`src/rtl/ad_ip_jesd204_tpl_adc_deframer_v2.sv`:
```
// JESD204 transport-layer ADC deframer: lane beats -> per-channel formatted samples,
// two register stages, SOF re-alignment FSM and a saturating gap counter.

module ad_ip_jesd204_tpl_adc_deframer_v2_fmt #(
   parameter int RES = 14
) (
   input  logic [15:0] word_i,
   input  logic        en_i,
   input  logic        type_i,
   input  logic        sext_i,
   output logic [15:0] sample_o
);
   localparam logic [31:0] LOW_M = (32'd1 << RES) - 32'd1;
   localparam logic [15:0] EXT_M = ~LOW_M[15:0];

   logic [RES-1:0] raw;
   logic           unused_tail;

   // tail bits below the converter resolution carry no sample information
   assign unused_tail = ^word_i;

   always_comb begin
      raw = word_i[15 -: RES];
      if (en_i && !type_i) raw[RES-1] = ~raw[RES-1];
      sample_o = 16'(raw) | ((en_i && sext_i && raw[RES-1]) ? EXT_M : 16'h0000);
   end
endmodule

module ad_ip_jesd204_tpl_adc_deframer_v2 #(
   parameter int NUM_LANES            = 1,
   parameter int NUM_CHANNELS         = 1,
   parameter int OCTETS_PER_BEAT      = 4,
   parameter int CONVERTER_RESOLUTION = 14,
   localparam int SPC = NUM_LANES*OCTETS_PER_BEAT/(2*NUM_CHANNELS)
) (
   input  logic                                  link_clk,
   input  logic                                  link_resetn,
   input  logic                                  link_valid,
   output logic                                  link_ready,
   input  logic [OCTETS_PER_BEAT-1:0]            link_sof,
   input  logic [NUM_LANES*OCTETS_PER_BEAT*8-1:0] link_data,
   input  logic [NUM_CHANNELS-1:0]               dfmt_enable,
   input  logic [NUM_CHANNELS-1:0]               dfmt_type,
   input  logic [NUM_CHANNELS-1:0]               dfmt_sign_extend,
   input  logic [NUM_CHANNELS-1:0]               ch_enable,
   input  logic                                  sync_arm,
   output logic                                  sync_armed,
   output logic [NUM_CHANNELS-1:0]               adc_valid,
   output logic [NUM_CHANNELS*SPC*16-1:0]        adc_data,
   output logic [15:0]                           valid_drop_count
);
   if (SPC < 1 || SPC*2*NUM_CHANNELS != NUM_LANES*OCTETS_PER_BEAT) begin : g_bad_spc
      $error("deframer: lanes*octets must split into an integer number of samples per channel");
   end

   typedef enum logic [1:0] {ST_RESET, ST_RUN, ST_ARMED} state_e;

   state_e state_q, state_d;
   logic   accept, beat_ok, seen_q, unused_sof;
   logic [15:0] drop_q, drop_d;
   logic [NUM_CHANNELS-1:0][SPC-1:0][15:0] fmt_w, s1_d, s1_q, out_q;
   logic [NUM_CHANNELS-1:0]                vld_d;
   logic [1:0][NUM_CHANNELS-1:0]           vld_pipe_q;

   assign link_ready = (state_q != ST_RESET);
   assign sync_armed = (state_q == ST_ARMED);
   assign accept     = link_valid & link_ready;
   // the aligning SOF beat is itself the first beat delivered
   assign beat_ok    = accept & ((state_q == ST_RUN) | ((state_q == ST_ARMED) & link_sof[0]));
   assign unused_sof = ^link_sof[OCTETS_PER_BEAT-1:1];

   always_comb begin
      state_d = state_q;
      case (state_q)
         ST_RESET: state_d = ST_RUN;
         ST_RUN:   if (sync_arm) state_d = ST_ARMED;
         ST_ARMED: if (accept && link_sof[0]) state_d = ST_RUN;
         default:  state_d = ST_RESET;
      endcase
   end

   for (genvar c = 0; c < NUM_CHANNELS; c++) begin : g_ch
      for (genvar s = 0; s < SPC; s++) begin : g_smp
         localparam int W = s*NUM_CHANNELS + c;
         ad_ip_jesd204_tpl_adc_deframer_v2_fmt #(.RES(CONVERTER_RESOLUTION)) u_fmt (
            .word_i   ({link_data[16*W +: 8], link_data[16*W+8 +: 8]}),
            .en_i     (dfmt_enable[c]),
            .type_i   (dfmt_type[c]),
            .sext_i   (dfmt_sign_extend[c]),
            .sample_o (fmt_w[c][s])
         );
      end
      assign s1_d[c]  = (beat_ok && ch_enable[c]) ? fmt_w[c] : '0;
      assign vld_d[c] = beat_ok & ch_enable[c];
   end

   always_comb begin
      drop_d = drop_q;
      if (state_q == ST_RUN && !link_valid && seen_q && drop_q != 16'hFFFF)
         drop_d = drop_q + 16'd1;
   end

   always_ff @(posedge link_clk or negedge link_resetn) begin
      if (!link_resetn) begin
         state_q    <= ST_RESET;
         seen_q     <= 1'b0;
         drop_q     <= '0;
         vld_pipe_q <= '0;
         s1_q       <= '0;
         out_q      <= '0;
      end else begin
         state_q    <= state_d;
         seen_q     <= seen_q | accept;
         drop_q     <= drop_d;
         vld_pipe_q <= {vld_pipe_q[0], vld_d};
         s1_q       <= s1_d;
         out_q      <= s1_q;
      end
   end

   assign adc_valid        = vld_pipe_q[1];
   assign adc_data         = out_q;
   assign valid_drop_count = drop_q;
endmodule

```
`config.mk`:
```
export PLATFORM = sky130hd
export DESIGN_NAME = ad_ip_jesd204_tpl_adc_deframer_v2
export DESIGN_NICKNAME = d
export VERILOG_FILES = /design/src/rtl/ad_ip_jesd204_tpl_adc_deframer_v2.sv
export SDC_FILE = /design/constraint.sdc
export NUM_CORES = 1
export LEC_CHECK = 0
export BUFFER_PORTS_ARGS = -buffer_cell sky130_fd_sc_hd__buf_2
export CAP_MARGIN = 20
export CORE_ASPECT_RATIO = 1.4
export CORE_MARGIN = 5
export CORE_UTILIZATION = 43
export CTS_CLUSTER_SIZE = 20
export DETAILED_ROUTE_END_ITERATION = 12
export GPL_TIMING_DRIVEN = 0
export HOLD_SLACK_MARGIN = 0.1
export PLACE_DENSITY_LB_ADDON = 0.2
export SETUP_SLACK_MARGIN = 0.3
export SLEW_MARGIN = 10
export SYNTH_ARGS = -nofsm -noshare
export SYNTH_HDL_FRONTEND = slang
export SYNTH_SLANG_ARGS = --single-unit
export TNS_END_PERCENT = 10
```
`constraint.sdc`:
```
create_clock -name link_clk -period 3.85 [get_ports link_clk]
set_input_delay 0.1925 -clock link_clk [delete_from_list [all_inputs] [get_ports link_clk]]
set_output_delay 0.1925 -clock link_clk [all_outputs]
set_load 0.05 [all_outputs]
```
==> key figures, run 1 <==
Critical path
  • Cell breakdown of the critical path: nand3b_1 > a21oi_1 > clkbuf_1 > and2_1 > and3_1 > dlygate4sd3_1
  • Critical Path Sink Type: register
  • Critical path's largest stage delay: 0.54 ns
  • WP buf/inv: 2
  • Critical Path AT: 2.39 ns
  • Worst Setup Start Kind: register
  • Required @ worst endpoint: 4.12 ns
  • Crit Path Category: reg -> reg
  • Slowest CP cell: dlygate4sd3_1
  • Crit-path max FO: 10
  • Cell family with most CP delay: buffers and inverters

Floorplan
  • Die height: 105.5 um
  • Io pins: 95
  • Die width: 78.20 um
  • Die area: 8249 sq um
  • Row cnt: 34
  • Starting Density: 44.48%
  • Core area: 6296 sq um

Synthesis
  • Synth area leader: dfrtp_1
  • Register bit total from synthesis: 81
  • Synth top area cells: dfrtp_1, and2_1, xor2_1, nor4_4, nand3_1
  • Top FF cell, synth: dfrtp_1
  • Post-Syn Area per Cell: 14.29 sq um
  • Post-synthesis net count: 241
  • Post-synthesis sequential area ratio: 72.39%
  • Top cell type's share of synthesized area: 72.39%
  • Syn Inst Count: 196
  • Mapped Area: 2800 sq um
  • Ys async rst share: 100.0%
  • Warnings from Yosys: 0
  • Unique masters post-synth: 34
  • Post-synth EDFFs: 0

Routing
  • Per-cell routed wire length: 13.41 um
  • First-pass DRT Iterations: 4
  • Final ANT Viol Nets: 0
  • Wire length on met2: 2696 um
  • Via density: 4.658
  • Top routing layer used: met4
  • Drt total wl: 5362 um
  • DR vias: 1,863
  • Met1 WL: 2162 um
  • Met3 wire len: 395 um
  • Drt initial violations: 71
  • DRC: 0

Power and ir drop
  • PD cells: 576.6 nW/um^2
  • Worst ir drop on vdd: 0.3268 mV
  • Leakage: 0.002088 uW

Timing
  • Clk_skew: 0.008141 ns
  • Final period util: 55.07%
  • Worst rel slew slack: 64.78%
  • Actual slew at the worst max-slew pin: 0.5243 ns
  • Hold_ws: 0.1200 ns
  • Final setup TNS: 0 ns
  • Setup-failing EPs final: 0
  • Clock period minus worst slack: 2.120 ns
  • Unrepaired setup endpoints after global routing: no
  • Max Freq: 471.6 MHz
  • Hold violation total from the final report: 0
  • Slew Viols, Final: 0

Clock network
  • Post-CTS sizing: 0
  • CTS Buf Count: 9
  • CTS tree: yes
  • CTS Buffer Depth: 2
  • CTS H-tree lvls: 3
  • Clock latency on the worst-skew pair: 0.33 ns
  • Reg clk slew, reported paths: 0.07 ns
  • Clock root buffer: clkbuf_8
  • Clock sinks: 81

Cells and area
  • Share of layout cells above drive strength 1: 34.15%
  • P&R area growth vs syn: 37.40%
  • ANT cells: 0
  • Layout Nets: 369
  • Fillcell total: 510

Global routing
  • Vias in the first global route: 1,944
  • Largest net degree at the start of global routing: 45
  • Initial antenna violation count: 0
  • GRT Total Usage: 13.93%
  • First-pass GRT wire length: 8970 um
  • GRT overflow: 0

Worst hold path
  • Hold Crit Class: in -> reg

Placement
  • Final HPWL DP: 3734 um
  • RePlAce Congestion: 0.8308
  • # port buffers: 87

Run
  • Max Cap Violations: 0

Run status
  • Outcome: completed
## sequential cells by signal (all words and copies together) (netlist names)
signal	flops
valid_drop_count	16
state_q	2
seen_q	1
vld_pipe_q	1
s1_q	30
adc_data	30
adc_valid	1
## synthesized netlist by cell type (4+ instances only)
cell type / number
nor3_1: 6
nand4_1: 5
dfrtp_1: 81
and3_1: 4
and2_1: 30
nor2_1: 5
nand3_1: 7
nand2_1: 9
xor2_1: 10
inv_1: 4
## layout by cell type, fill, tap and decap left out, types with 5 or more instances in the layout
cell type | synthesis | routed
buf_2 | 0 | 86
dfrtp_1 | 81 | 81
and2_1 | 30 | 30
dlygate4sd3_1 | 0 | 29
xor2_1 | 10 | 10
nand2_1 | 9 | 9
clkbuf_8 | 0 | 9
nand3_1 | 7 | 7
nor3_1 | 6 | 6
nor2_1 | 5 | 5
nand4_1 | 5 | 5
## power by group
part,internal (uW),switching [uW]
clock network,362,280
registers,953,74.8
logic,164,385
total,1480,740
## layer usage
metal,up-vias,track usage [%]
met5,-,0
met4,0,7.125
met3,11,4.778
met2,60,22.61
met1,886,16.35
li1,906,-
## logic make-up after synthesis
group | count (synthesis) | synth area share [%]
mux | 3 | 1.340
xor+xnor | 12 | 3.753
simple gates | 78 | 17.69
compound gates | 12 | 2.905
fa+ha+maj | 1 | 0.4468
buf+inv | 9 | 1.474
flops | 81 | 72.39
## worst register-to-register path, cell delays in order (launching register included)
cell	delay, ns
dfrtp_1	0.47
nand3b_1	0.20
a21oi_1	0.20
clkbuf_1	0.30
and2_1	0.20
and3_1	0.15
dlygate4sd3_1	0.54
## worst paths after layout
kind                                       endpoint   startpoint  slack, ns  depth (start not counted)
worst max-delay path                       s1_q[30]   state_q[0]       1.73                          6
worst min-delay path                       s1_q[14]  dfmt_enable       0.12                          2
worst max register to register             s1_q[30]   state_q[0]       1.73                          6
worst min register to register          adc_data[9]      s1_q[9]       0.35                          0
max in group asynchronous              adc_data[10]  link_resetn       2.92                          3
min in group asynchronous       valid_drop_count[6]  link_resetn       0.34                          2
## stage by stage
stage	power [uW]	utilization [%]	worst slack, ns	std cells	instance area [sq um]
6_report	2218	61.11	1.730	400	3847
5_1_grt	2325	61.11	1.515	400	3847
4_1_cts	2247	61.11	1.670	400	3847
3_5_place_dp	1578	53.18	2.035	356	3348
3_3_place_gp	1566	52.82	2.051	355	3326
2_1_floorplan	1422	-	1.879	196	2800
## area by class of cell
class                      instances  area [sq um]  area share, %
buffer                             5         26.28         0.6829
clock buffer                      10         127.6          3.317
clock inverter                     5         81.33          2.114
inverter                           4         15.01         0.3902
multi-input combinational        106         732.0          19.02
sequential                        81          2027          52.68
tap                               72         90.09          2.341
timing repair buffer             117         748.2          19.45
## what timing repair did
action / in CTS / in global routing
hold buffers: 29 / 0
buffers inserted: 0 / 0
endpoints found under the hold margin: 64 / 0
(Power assumes the default switching activity.)
==> run 2: changes to the inputs <==
ABC_AREA = 1   (was unset)
clock period = 1.8 ns   (was 3.85 ns; I/O delays follow)
==> run 2 against run 1 <==
Area after synthesis up 8.6%. Clock power grew 110%. Largest power group unchanged. Via count is 25% higher. Cell area is 10% higher. Sequential share of layout area is 4.5 points lower. Highest routed layer unchanged. Sequential power increased by 110%. Global-route usage rose by 1.7 points.
==> key figures, run 2 <==
Critical path
  • Cell mode on critical path: nor2_4
  • Reg2reg path depth: 9 (+3)
  • Crit Path Category: reg -> reg
  • Worst Setup Start Kind: register
  • Critical path's largest stage delay: 0.43 ns (-0.11 ns)
  • Critical Path AT: 1.66 ns (-0.73 ns)
  • WP buf/inv: 2 (unchanged)
  • Crit-path max FO: 6 (-4)
  • Slowest CP cell: dfrtp_2
  • Cell family with most CP delay: flip-flops
  • Required @ worst endpoint: 2.04 ns (-2.08 ns)
  • Cell breakdown of the critical path: ha_4 > nand3_4 > inv_2 > nand2_2 > nor2_4 > nor2_4 > buf_4 > nand2_1 > o21ai_2
  • Critical Path Stages: 9 (+3)
  • Critical Path Sink Type: register

Clock network
  • CTS Buffer Depth: 2 (unchanged)
  • CTS tree: yes
  • Reg clk slew, reported paths: 0.09 ns (+0.02 ns)
  • CTS H-tree lvls: 3 (unchanged)
  • CTS Buf Count: 9 (unchanged)
  • Clock latency on the worst-skew pair: 0.34 ns (about the same)
  • Clock root buffer: clkbuf_8
  • Clock sinks: 81 (unchanged)

Global routing
  • Largest net degree at the start of global routing: 60 (+33%)
  • Initial antenna violation count: 0 (unchanged)
  • GRT Total Usage: 15.62% (+1.7 points)
  • First-pass GRT wire length: 10,330 um (+15%)
  • Vias in the first global route: 2,147 (+10%)
  • GRT overflow: 0 (unchanged)

Synthesis
  • Top cell type's share of synthesized area: 66.64% (-5.7 points)
  • Register bit total from synthesis: 81 (unchanged)
  • Synth area leader: dfrtp_1
  • Mapped Area: 3042 sq um (+8.6%)
  • Unique masters post-synth: 27 (-21%)
  • Most frequent cell after synthesis: dfrtp_1
  • Post-synth EDFFs: 0 (unchanged)
  • Ys async rst share: 100.0% (unchanged)
  • Synth top area cells: dfrtp_1, nand2_1, inv_1, nor2_1, nand3_1
  • Top post-synthesis cells by count: dfrtp_1, nand2_1, inv_1, nor2_1, nand3_1
  • Syn Inst Count: 302 (+54%)
  • Post-synthesis sequential area ratio: 66.64% (-5.7 points)
  • Top FF cell, synth: dfrtp_1
  • Post-synthesis net count: 347 (+44%)
  • Warnings from Yosys: 0 (unchanged)
  • Post-Syn Area per Cell: 10.07 sq um (-30%)

Run status
  • Outcome: completed

Routing
  • Via density: 4.329 (-7.1%)
  • Per-cell routed wire length: 11.88 um (-11%)
  • Drt initial violations: 102 (+44%)
  • First-pass DRT Iterations: 4 (unchanged)
  • DR vias: 2,329 (+25%)
  • Drt total wl: 6391 um (+19%)
  • DRC: 0 (unchanged)
  • Final ANT Viol Nets: 0 (unchanged)

Timing
  • Hold violation total from the final report: 0 (unchanged)
  • Hold_ws: 0.1647 ns (+0.04469 ns)
  • Unrepaired setup endpoints after global routing: yes
  • Slew Viols, Final: 0 (unchanged)
  • Final period util: 78.76% (+24 points)
  • Actual slew at the worst max-slew pin: 0.3230 ns (-0.2013 ns)
  • Setup-failing EPs final: 0 (unchanged)
  • Final setup TNS: 0 ns (unchanged)
  • Worst rel slew slack: 78.47% (+14 points)
  • Clock period minus worst slack: 1.418 ns (-0.7026 ns)
  • Clk_skew: 0.007304 ns (-0.0008376 ns)
  • Max Freq: 705.3 MHz (+50%)

Power and ir drop
  • Seq pwr share: 44.5% (-1.8 points)
  • Logic pwr share: 27.7% (+2.9 points)
  • Switch share: 36.63% (+3.3 points)
  • Worst ir drop on vdd: 0.7047 mV (+120%)
  • Int Power: 3151 uW (+110%)
  • NetSw: 1821 uW (+150%)
  • Clock share of power: 27.8% (-1.1 points)
  • Leakage: 0.002391 uW (+15%)
  • PD cells: 1170 nW/um^2 (+100%)

Cells and area
  • Commonest non-fill, non-tap cell in the layout: buf_2
  • Fillcell total: 587 (+15%)
  • Sequential cell area: 2046 sq um (+0.93%)
  • Final core occ: 61.26% (+0.15 points)
  • Combined area of the multi-input logic cells: 803.3 sq um (+9.7%)
  • ANT cells: 0 (unchanged)
  • Commonest cells after routing, fill and taps aside: buf_2, nand2_1, dfrtp_1
  • Layout Nets: 483 (+31%)
  • P&R area growth vs syn: 39.70%
  • Share of layout cells above drive strength 1: 33.86% (-0.29 points)

Worst hold path
  • Hold Crit Class: in -> reg
  • Hold depth: 5 (+3)

Placement
  • Final HPWL DP: 4290 um (+15%)
  • # port buffers: 87 (unchanged)
  • RePlAce Congestion: 0.8158 (-1.8%)

Floorplan
  • Core area: 6937 sq um (+10%)
  • Die area: 8879 sq um (+7.6%)
  • Starting Density: 43.85% (-0.63 points)
  • Die width: 81.08 um (+3.7%)
  • Io pins: 95 (unchanged)
  • Die height: 109.5 um (+3.8%)
  • Row cnt: 36 (+5.9%)

Run
  • Max Cap Violations: 0 (unchanged)
[run 2: cell types whose count changed in the layout (fill, tap and decap cells not counted), sizes merged, moves of 4 or more]
cell         before  now
dlygate4sd3      29   35
nand2             9   76
inv               4   55
nor2              6   48
and2             30    0
and3              4    0
buf              90   96
xor2             10    4
o21ai             0    9
[run 2: final cells by class]
cell class / count / share of cell area (%)
flip-flops and latches: 81 / 48.14
repair buffers: 125 / 19.55
multi-input cells: 163 / 18.90
inverters: 52 / 4.594
clock buffers: 10 / 3.239
well taps: 95 / 2.797
clock inverters: 6 / 1.708
plain buffers: 6 / 1.060
[run 2: power groups by stage]
stage          Combinational, uW  Clock, uW  Sequential [uW]
2_1_floorplan                507          0             2680
3_3_place_gp                1280          0             2240
3_5_place_dp                1310          0             2250
4_1_cts                     1370       1430             2210
5_1_grt                     1480       1520             2240
6_report                    1380       1380             2210
[run 2: cells by family after synthesis]
kind of cell	count (synthesis)	synth area share [%]
adder cells (fa/ha/maj)	1	0.4113
XOR/XNOR	6	1.728
AO/OA/AOI/OAI	13	2.797
buffers and inverters	58	7.774
flip-flops	81	66.64
AND/OR/NAND/NOR	143	20.65
[run 2: metrics by stage]
step | setup slack (ns) | cell area, sq um | instances | total power (uW)
2_1_floorplan | 0.2980 | 3080 | 302 | 3187
3_3_place_gp | -0.07304 | 3635 | 484 | 3523
3_5_place_dp | 0.3632 | 3665 | 485 | 3556
4_1_cts | 0.3509 | 4225 | 536 | 5014
5_1_grt | 0.2958 | 4249 | 538 | 5240
6_report | 0.3823 | 4249 | 538 | 4972
[run 2: worst paths after layout]
path | from | endpoint | slack (ns)
max in group asynchronous | link_resetn | valid_drop_count[5] | 1.02
worst min register to register | s1_q[29] | adc_data[29] | 0.35
worst max register to register | valid_drop_count[0] | valid_drop_count[9] | 0.38
worst min-delay path | dfmt_type | s1_q[29] | 0.16
min in group asynchronous | link_resetn | valid_drop_count[11] | 0.19
worst max-delay path | valid_drop_count[0] | valid_drop_count[9] | 0.38
[run 2: what timing repair did]
action / in CTS / in global routing
hold buffers: 35 / 0
gates resized for setup: 0 / 2
setup buffers: 0 / 2
endpoints found under the setup margin: 0 / 11
endpoints found under the hold margin: 113 / 0
[run 2: routing by layer]
metal	share of wire (%)	global-route usage, %	vias to the layer above
met5	0	0	-
met1	42	19.08	1080
met3	5.6	4.344	11
met4	2.2	7.609	0
li1	-	-	1172
met2	50	25.32	66
[run 2: worst min-delay path: cells and delay by family]
kind	cells	cell delay, ns
simple gates	2	0.18
xor+xnor	1	0.09
buf+inv	2	0.11
